$ cat src/rtl/neuro_resource_scheduler_pkg.sv
// -----------------------------------------------------------------------------
// neuro_sched_pkg
// Shared types and constants for the neurotransmitter resource scheduler:
//   - sched_state_e : scheduler FSM states (INIT / RUN / PAUSE)
//   - NCH_DEFAULT   : default number of resource channels
//   - CH_*          : channel index of each neurotransmitter resource
//   - id_width()    : width of a channel index for a given channel count
// Optional feature macro used by the scheduler: SCHED_FAST_PRIORITY_EN
// -----------------------------------------------------------------------------
package neuro_sched_pkg;

    localparam int NCH_DEFAULT       = 4;

    localparam int CH_DOPAMINE       = 0;
    localparam int CH_SEROTONIN      = 1;
    localparam int CH_NOREPINEPHRINE = 2;
    localparam int CH_CORTISOL       = 3;

    typedef enum logic [1:0] {
        ST_INIT  = 2'd0,
        ST_RUN   = 2'd1,
        ST_PAUSE = 2'd2
    } sched_state_e;

    // A single channel still needs a 1-bit index so vectors never collapse to 0 width.
    function automatic int id_width(input int n);
        return (n > 1) ? $clog2(n) : 1;
    endfunction

endpackage : neuro_sched_pkg

$ cat src/rtl/neuro_resource_scheduler_if.sv
// -----------------------------------------------------------------------------
// neuro_resource_scheduler_if
// Bundles the regulator-side requests and the resource-side strobes of the
// scheduler.
//   master modport (regulators/test side): drives enable, reinit, divider,
//       req_inc, req_dec, req_fast; observes inc, dec, fast, setval,
//       grant_id, slot.
//   slave modport (scheduler): the opposite directions.
// Parameters: NCH (channel count), DIV_W (slot divider width).
// -----------------------------------------------------------------------------
interface neuro_resource_scheduler_if #(
    parameter int NCH   = 4,
    parameter int DIV_W = 8
) ();
    import neuro_sched_pkg::*;

    localparam int ID_W = id_width(NCH);

    logic             enable;
    logic             reinit;
    logic [DIV_W-1:0] divider;
    logic [NCH-1:0]   req_inc;
    logic [NCH-1:0]   req_dec;
    logic [NCH-1:0]   req_fast;
    logic [NCH-1:0]   inc;
    logic [NCH-1:0]   dec;
    logic [NCH-1:0]   fast;
    logic [NCH-1:0]   setval;
    logic [ID_W-1:0]  grant_id;
    logic             slot;

    modport master (
        output enable, reinit, divider, req_inc, req_dec, req_fast,
        input  inc, dec, fast, setval, grant_id, slot
    );

    modport slave (
        input  enable, reinit, divider, req_inc, req_dec, req_fast,
        output inc, dec, fast, setval, grant_id, slot
    );

endinterface : neuro_resource_scheduler_if

$ cat src/rtl/neuro_resource_scheduler_rr_picker.sv
// -----------------------------------------------------------------------------
// rr_picker
// Combinational round-robin find-first: scans i_mask starting at i_ptr and
// wrapping modulo NCH; the first set bit wins.
// Ports:
//   i_mask  [NCH]  : eligible channels
//   i_ptr   [ID_W] : channel where the search starts
//   o_found        : at least one channel eligible
//   o_idx   [ID_W] : winning channel (0 when nothing found)
// -----------------------------------------------------------------------------
module rr_picker #(
    parameter int NCH  = 4,
    parameter int ID_W = 2
) (
    input  logic [NCH-1:0]  i_mask,
    input  logic [ID_W-1:0] i_ptr,
    output logic            o_found,
    output logic [ID_W-1:0] o_idx
);

    logic [ID_W-1:0] w_pos;

    // Scan from the farthest offset back to offset 0 so the nearest hit to the pointer is the last write.
    always_comb begin
        o_found = 1'b0;
        o_idx   = {ID_W{1'b0}};
        w_pos   = {ID_W{1'b0}};
        for (int k = NCH - 1; k >= 0; k--) begin
            w_pos = ID_W'((int'(i_ptr) + k) % NCH);
            if (i_mask[w_pos]) begin
                o_found = 1'b1;
                o_idx   = w_pos;
            end else begin
                o_found = o_found;
            end
        end
    end

endmodule : rr_picker

$ cat src/rtl/neuro_resource_scheduler.sv
// -----------------------------------------------------------------------------
// neuro_resource_scheduler
// Time-multiplexed update scheduler for the neurotransmitter resource
// counters. Every divider+1 cycles (a "slot") at most one channel's
// inc/dec request is forwarded as a one-cycle strobe, chosen round-robin.
// After reset, or on reinit, a one-cycle setval load is sent to every
// resource.
// Ports:
//   clk, rst_n : clock, asynchronous active-low reset
//   bus        : neuro_resource_scheduler_if.slave
//                in : enable, reinit, divider, req_inc, req_dec, req_fast
//                out: inc, dec, fast, setval, grant_id, slot (all registered)
// Optional feature: `define SCHED_FAST_PRIORITY_EN to restrict arbitration
// to fast-requesting channels whenever any valid channel requests fast.
// -----------------------------------------------------------------------------
module neuro_resource_scheduler
    import neuro_sched_pkg::*;
#(
    parameter int NCH   = NCH_DEFAULT,
    parameter int DIV_W = 8
) (
    input  logic                        clk,
    input  logic                        rst_n,
    neuro_resource_scheduler_if.slave   bus
);

    localparam int              ID_W    = id_width(NCH);
    localparam logic [ID_W-1:0] LAST_ID = ID_W'(NCH - 1);

    sched_state_e     r_state;
    logic [DIV_W-1:0] r_cnt;
    logic [ID_W-1:0]  r_ptr;
    logic [ID_W-1:0]  r_grant_id;
    logic [NCH-1:0]   r_inc;
    logic [NCH-1:0]   r_dec;
    logic [NCH-1:0]   r_fast;
    logic [NCH-1:0]   r_setval;
    logic             r_slot;

    logic [NCH-1:0]   w_valid;
    logic [NCH-1:0]   w_elig;
    logic             w_found;
    logic [ID_W-1:0]  w_idx;
    logic [ID_W-1:0]  w_next_ptr;
    logic [NCH-1:0]   w_win_oh;

    // inc and dec together cancel out, so only an exclusive request is valid.
    assign w_valid = bus.req_inc ^ bus.req_dec;

`ifdef SCHED_FAST_PRIORITY_EN
    logic [NCH-1:0] w_fast_valid;
    assign w_fast_valid = w_valid & bus.req_fast;

    // Fast requesters, when present, shut slow ones out of this slot.
    always_comb begin
        if (|w_fast_valid) begin
            w_elig = w_fast_valid;
        end else begin
            w_elig = w_valid;
        end
    end
`else
    assign w_elig = w_valid;
`endif

    rr_picker #(
        .NCH  (NCH),
        .ID_W (ID_W)
    ) u_rr_picker (
        .i_mask  (w_elig),
        .i_ptr   (r_ptr),
        .o_found (w_found),
        .o_idx   (w_idx)
    );

    // Pointer moves one past the winner, wrapping at the last channel.
    always_comb begin
        if (w_idx == LAST_ID) begin
            w_next_ptr = {ID_W{1'b0}};
        end else begin
            w_next_ptr = w_idx + ID_W'(1);
        end
    end

    // One-hot of the winning channel.
    always_comb begin
        w_win_oh        = {NCH{1'b0}};
        w_win_oh[w_idx] = 1'b1;
    end

    // Scheduler FSM: slot divider, arbitration and all registered strobes.
    always_ff @(posedge clk or negedge rst_n) begin
        if (!rst_n) begin
            r_state    <= ST_INIT;
            r_cnt      <= {DIV_W{1'b0}};
            r_ptr      <= {ID_W{1'b0}};
            r_grant_id <= {ID_W{1'b0}};
            r_inc      <= {NCH{1'b0}};
            r_dec      <= {NCH{1'b0}};
            r_fast     <= {NCH{1'b0}};
            r_setval   <= {NCH{1'b0}};
            r_slot     <= 1'b0;
        end else begin
            // Strobes are single-cycle unless re-asserted below.
            r_inc    <= {NCH{1'b0}};
            r_dec    <= {NCH{1'b0}};
            r_fast   <= {NCH{1'b0}};
            r_setval <= {NCH{1'b0}};
            r_slot   <= 1'b0;

            // reinit performs the INIT load on this very edge, so it also
            // overrides a slot event that was due in the same cycle.
            if (bus.reinit || (r_state == ST_INIT)) begin
                r_setval <= {NCH{1'b1}};
                r_cnt    <= bus.divider;
                r_ptr    <= {ID_W{1'b0}};
                r_state  <= bus.enable ? ST_RUN : ST_PAUSE;
            end else begin
                case (r_state)
                    ST_RUN: begin
                        if (r_cnt != {DIV_W{1'b0}}) begin
                            r_cnt <= r_cnt - DIV_W'(1);
                        end else begin
                            // divider is only sampled here, so mid-period changes wait for the next reload.
                            r_cnt  <= bus.divider;
                            r_slot <= 1'b1;
                            if (w_found) begin
                                r_inc      <= w_win_oh & {NCH{bus.req_inc[w_idx]}};
                                r_dec      <= w_win_oh & {NCH{bus.req_dec[w_idx]}};
                                r_fast     <= w_win_oh & {NCH{bus.req_fast[w_idx]}};
                                r_grant_id <= w_idx;
                                r_ptr      <= w_next_ptr;
                            end else begin
                                r_ptr      <= r_ptr;
                            end
                        end
                        r_state <= bus.enable ? ST_RUN : ST_PAUSE;
                    end
                    ST_PAUSE: begin
                        // Counter is left untouched so the period resumes where it stopped.
                        r_state <= bus.enable ? ST_RUN : ST_PAUSE;
                    end
                    default: begin
                        r_state <= ST_INIT;
                    end
                endcase
            end
        end
    end

    assign bus.inc      = r_inc;
    assign bus.dec      = r_dec;
    assign bus.fast     = r_fast;
    assign bus.setval   = r_setval;
    assign bus.grant_id = r_grant_id;
    assign bus.slot     = r_slot;

endmodule : neuro_resource_scheduler

$ cat src/flat_wrapper.sv
// flat-port wrapper written by rule: the top's interface ports become plain ports
module neuro_resource_scheduler_flat import neuro_sched_pkg::*;
#(
    parameter int NCH   = NCH_DEFAULT,
    parameter int DIV_W = 8
)
  (clk, rst_n, bus_enable, bus_reinit, bus_divider, bus_req_inc, bus_req_dec, bus_req_fast, bus_inc, bus_dec, bus_fast, bus_setval, bus_grant_id, bus_slot);
  neuro_resource_scheduler_if #(.NCH(NCH), .DIV_W(DIV_W)) bus_i ();
  input  logic clk;
  input  logic rst_n;
  input wire logic [$bits(bus_i.enable)-1:0] bus_enable;
  input wire logic [$bits(bus_i.reinit)-1:0] bus_reinit;
  input wire logic [$bits(bus_i.divider)-1:0] bus_divider;
  input wire logic [$bits(bus_i.req_inc)-1:0] bus_req_inc;
  input wire logic [$bits(bus_i.req_dec)-1:0] bus_req_dec;
  input wire logic [$bits(bus_i.req_fast)-1:0] bus_req_fast;
  output wire logic [$bits(bus_i.inc)-1:0] bus_inc;
  output wire logic [$bits(bus_i.dec)-1:0] bus_dec;
  output wire logic [$bits(bus_i.fast)-1:0] bus_fast;
  output wire logic [$bits(bus_i.setval)-1:0] bus_setval;
  output wire logic [$bits(bus_i.grant_id)-1:0] bus_grant_id;
  output wire logic [$bits(bus_i.slot)-1:0] bus_slot;
  assign bus_i.enable = bus_enable;
  assign bus_i.reinit = bus_reinit;
  assign bus_i.divider = bus_divider;
  assign bus_i.req_inc = bus_req_inc;
  assign bus_i.req_dec = bus_req_dec;
  assign bus_i.req_fast = bus_req_fast;
  assign bus_inc = bus_i.inc;
  assign bus_dec = bus_i.dec;
  assign bus_fast = bus_i.fast;
  assign bus_setval = bus_i.setval;
  assign bus_grant_id = bus_i.grant_id;
  assign bus_slot = bus_i.slot;
  neuro_resource_scheduler #(.NCH(NCH), .DIV_W(DIV_W)) u_core (.clk(clk), .rst_n(rst_n), .bus(bus_i));
endmodule
$ cat config.mk
export PLATFORM = sky130hd
export DESIGN_NAME = neuro_resource_scheduler_flat
export DESIGN_NICKNAME = d
export VERILOG_FILES = /design/src/rtl/neuro_resource_scheduler_pkg.sv /design/src/rtl/neuro_resource_scheduler_if.sv /design/src/rtl/neuro_resource_scheduler_rr_picker.sv /design/src/rtl/neuro_resource_scheduler.sv /design/src/flat_wrapper.sv
export SDC_FILE = /design/constraint.sdc
export NUM_CORES = 1
export LEC_CHECK = 0
export ABC_AREA = 1
export BUFFER_PORTS_ARGS = -buffer_cell sky130_fd_sc_hd__buf_4
export CAP_MARGIN = 20
export CELL_PAD_IN_SITES_DETAIL_PLACEMENT = 1
export CELL_PAD_IN_SITES_GLOBAL_PLACEMENT = 1
export CORE_AREA = 2 2 69 71
export DETAILED_ROUTE_END_ITERATION = 16
export DIE_AREA = 0 0 71 73
export PLACE_DENSITY_LB_ADDON = 0.1
export SYNTH_ARGS = -nofsm -noshare
export SYNTH_HDL_FRONTEND = slang
export SYNTH_SLANG_ARGS = --single-unit
export TNS_END_PERCENT = 5
$ cat constraint.sdc
create_clock -name clk -period 2.73 [get_ports clk]
set_input_delay 0.1365 -clock clk [delete_from_list [all_inputs] [get_ports clk]]
set_output_delay 0.1365 -clock clk [all_outputs]
set_load 0.05 [all_outputs]
==> flow_metrics.env <==
export IMPL_status="completed"
export IMPL_relSlewSlack_pct=65.45
export IMPL_synth_edff_count=0
export IMPL_fin_crit_ns=2.220
export IMPL_clk_latency_ns=0.27
export IMPL_synth_fp_nets=255
export IMPL_critPathLaunch="u_core.r_state[0]"
export IMPL_drv_slew=0
export IMPL_synthToLayoutAreaGrowth_pct=25.46
export IMPL_drtIter0Drc=48
export IMPL_synth_top_flop_cell="dfrtp_1"
export IMPL_fp_dieArea_sq_um=5183
export IMPL_drt_wirelength_per_cell_um=13.42
export IMPL_cts_clk_slew_worst_paths_ns=0.10
export IMPL_cts_resized=0
export IMPL_vias=1599
export IMPL_final_core_util_pct=48.52
export IMPL_drive_above_1_share_pct=27.78
export IMPL_critPathLaunchType="register"
export IMPL_p_leak_nw=1.166
export IMPL_hold_path_startpoint="bus_divider[3]"
export IMPL_setup_viol=0
export IMPL_hpwl_um=3475
export IMPL_worst_slack_ns=0.5097
export IMPL_synthCells=226
export IMPL_drt_total_wl_um=4347
export IMPL_final_net_count=300
export IMPL_arrival_ns=2.37
export IMPL_hold_class="in -> reg"
export IMPL_m1WireLength_um=2031
export IMPL_clock_sinks=28
export IMPL_yosys_warnings=0
export IMPL_antenna_found_initial=0
export IMPL_endpoint="u_core.r_cnt[0]"
export IMPL_grt_max_degree=29
export IMPL_pin_count=43
export IMPL_place_congestion=0.7852
export IMPL_pre_cts_slack_ns=0.5130
export IMPL_core_area_sq_um=4536
export IMPL_powerDensity_nw_per_um2=496.1
export IMPL_clockBufferDepth=2
export IMPL_worst_ir_drop_vdd_mv=0.1890
export IMPL_hold_viol=0
export IMPL_synth_cell_types=33
export IMPL_numPortBuffers=42
export IMPL_syn_avg_cell_area_sq_um=7.762
export IMPL_cts_buffers=3
export IMPL_die_h_um=73
export IMPL_holdBufCountCts=2
export IMPL_cts_setup_buffers=0
export IMPL_cts_tree="yes"
export IMPL_required_ns=2.88
export IMPL_synth_seq_cells=28
export IMPL_fmax_ghz=0.4504
export IMPL_ys_async_sr_fraction_pct=100.0
export IMPL_track_usage_pct=18.21
export IMPL_fin_setup_tns_ns=0
export IMPL_crit_path_max_fanout=9
export IMPL_rsz0062_at_grt="false"
export IMPL_vias_per_cell=4.935
export IMPL_end_kind="register"
export IMPL_num_rows=25
export IMPL_die_w_um=71
export IMPL_grt_pass1_vias=1703
export IMPL_drv_cap=0
export IMPL_start_util_pct=38.68
export IMPL_fin_crit_sh_pct=81.33
export IMPL_htreeDepth=1
export IMPL_grt_remaining_overflow=0
export IMPL_met3_wirelength_um=140
export IMPL_tightest_slew_ns=0.5163
export IMPL_synth_cell_area_sq_um=1754
export IMPL_grt_pass1_wl_um=7659
export IMPL_wl_met2_um=2126
export IMPL_firstDrtPassIters=2
export IMPL_reg2reg_to="u_core.r_cnt[0]"
export IMPL_diodes=0
export IMPL_r2r_slack_ns=0.51
export IMPL_r2r_cells=8
export IMPL_finalClockSkew_ns=0.004633
export IMPL_topRoutingLayerUsed="met4"
export IMPL_postRouteAntennaNets=0
export IMPL_dp_cells=318
export IMPL_drcViolationCount=0
export IMPL_worstSetupPathType="reg -> reg"
export IMPL_instances_no_fill=324
export IMPL_cts_root_buf="clkbuf_8"
export IMPL_reg2reg_from="u_core.r_state[0]"
export IMPL_ys_seq_area_share_pct=39.94
critical path, cell delays in order, from the launching register on:
cell and delay, ns:
dfrtp_1 0.37, inv_1 0.05, ha_1 0.18, nor2_1 0.34, inv_1 0.18, nor2_1 0.44
inv_1 0.27, o211ai_1 0.15, o21ai_0 0.12
registers in the layout (all words and copies together), names as in the netlist:
| signal | cells |
|---|---|
| u_core.r_cnt | 8 |
| u_core.bus.dec | 4 |
| u_core.bus.fast | 4 |
| u_core.bus.inc | 4 |
| u_core.bus.grant_id | 2 |
| u_core.r_ptr | 2 |
| u_core.r_state | 2 |
| u_core.bus.setval | 1 |
| u_core.bus.slot | 1 |
placed cells by master (no fill, tap or decap), types with 2 or more instances in the layout:
cell / count
inv_4: 2
buf_4: 42
o211ai_1: 4
nor3_1: 2
nand2_2: 6
ha_1: 5
o22ai_1: 2
clkbuf_8: 3
nand4_1: 2
nand3_1: 23
nor2_1: 25
inv_2: 3
nand2_1: 57
o21ai_0: 10
dlygate4sd3_1: 2
dfrtp_1: 28
xor2_1: 2
nand3_2: 7
inv_1: 24
nand2_4: 4
a21oi_1: 3
power by group:
group	internal, mW	leakage [nW]	total, mW	switching, mW
sequential	0.444	0.365	0.471	0.0269
clock	0.196	0.0357	0.327	0.130
combinational	0.109	0.765	0.294	0.186
total	0.749	1.17	1.09	0.343
worst min path at each step:
stage	end	slack (ns)	cells past startpoint
detailed placement	u_core.r_cnt[5]	0.08	1
finish	u_core.r_cnt[3]	0.11	3
floorplan	u_core.bus.dec[0]	-0.16	0
CTS	u_core.r_cnt[3]	0.11	3
global route	u_core.r_cnt[3]	0.12	3
global placement	u_core.r_cnt[5]	0.08	1
per-stage QoR:
step / total power [mW] / instance area, sq um / hold slack (ns)
5_1_grt: 1.164 / 2201 / 0.1237
3_5_place_dp: 0.7723 / 2110 / 0.07749
3_3_place_gp: 0.7678 / 2110 / 0.07651
6_report: 1.092 / 2201 / 0.1108
2_1_floorplan: 0.6790 / 1754 / -0.1591
4_1_cts: 1.104 / 2201 / 0.1092
cells by family (layout without fill, tap and decap cells):
group	count (synthesis)	after routing	synth area share [%]
AO/OA/AOI/OAI	22	22	7.347
XOR/XNOR	2	2	0.9988
adder cells (fa/ha/maj)	5	5	3.566
buffers and inverters	34	78	8.559
flip-flops	28	28	39.94
AND/OR/NAND/NOR	135	135	39.59
layer usage:
layer  vias to the layer above  track usage (%)
li1                        806                -
met4                         0            5.241
met1                       756            24.14
met2                        33            31.78
met3                         4            1.657
met5                         -                0
layout make-up:
| cell class | instances | area (sq um) |
|---|---|---|
| repair buffers | 44 | 335.3 |
| multi-input cells | 164 | 903.4 |
| clock inverters | 1 | 30.03 |
| flip-flops and latches | 28 | 700.7 |
| inverters | 30 | 122.6 |
| well taps | 54 | 67.56 |
| fillers | 570 | 2335 |
| clock buffers | 3 | 41.29 |
Yosys cell counts, types with 2 or more instances:
cell type  count  area [sq um]
ha_1           5         62.56
nor2_1        25         93.84
nor3_1         2         10.01
nand2_1       57         214.0
nand2_2        6         37.54
dfrtp_1       28         700.7
nand4_1        2         12.51
xor2_1         2         17.52
o22ai_1        2         12.51
buf_4          3         22.52
inv_2          3         11.26
nand3_1       23         115.1
o211ai_1       4         30.03
nand2_4        4         45.04
inv_1         24         90.09
a21oi_1        3         15.01
nand3_2        7         70.07
inv_4          2         12.51
o21ai_0       10         50.05
Note: power is estimated with default switching activity, not from simulation.
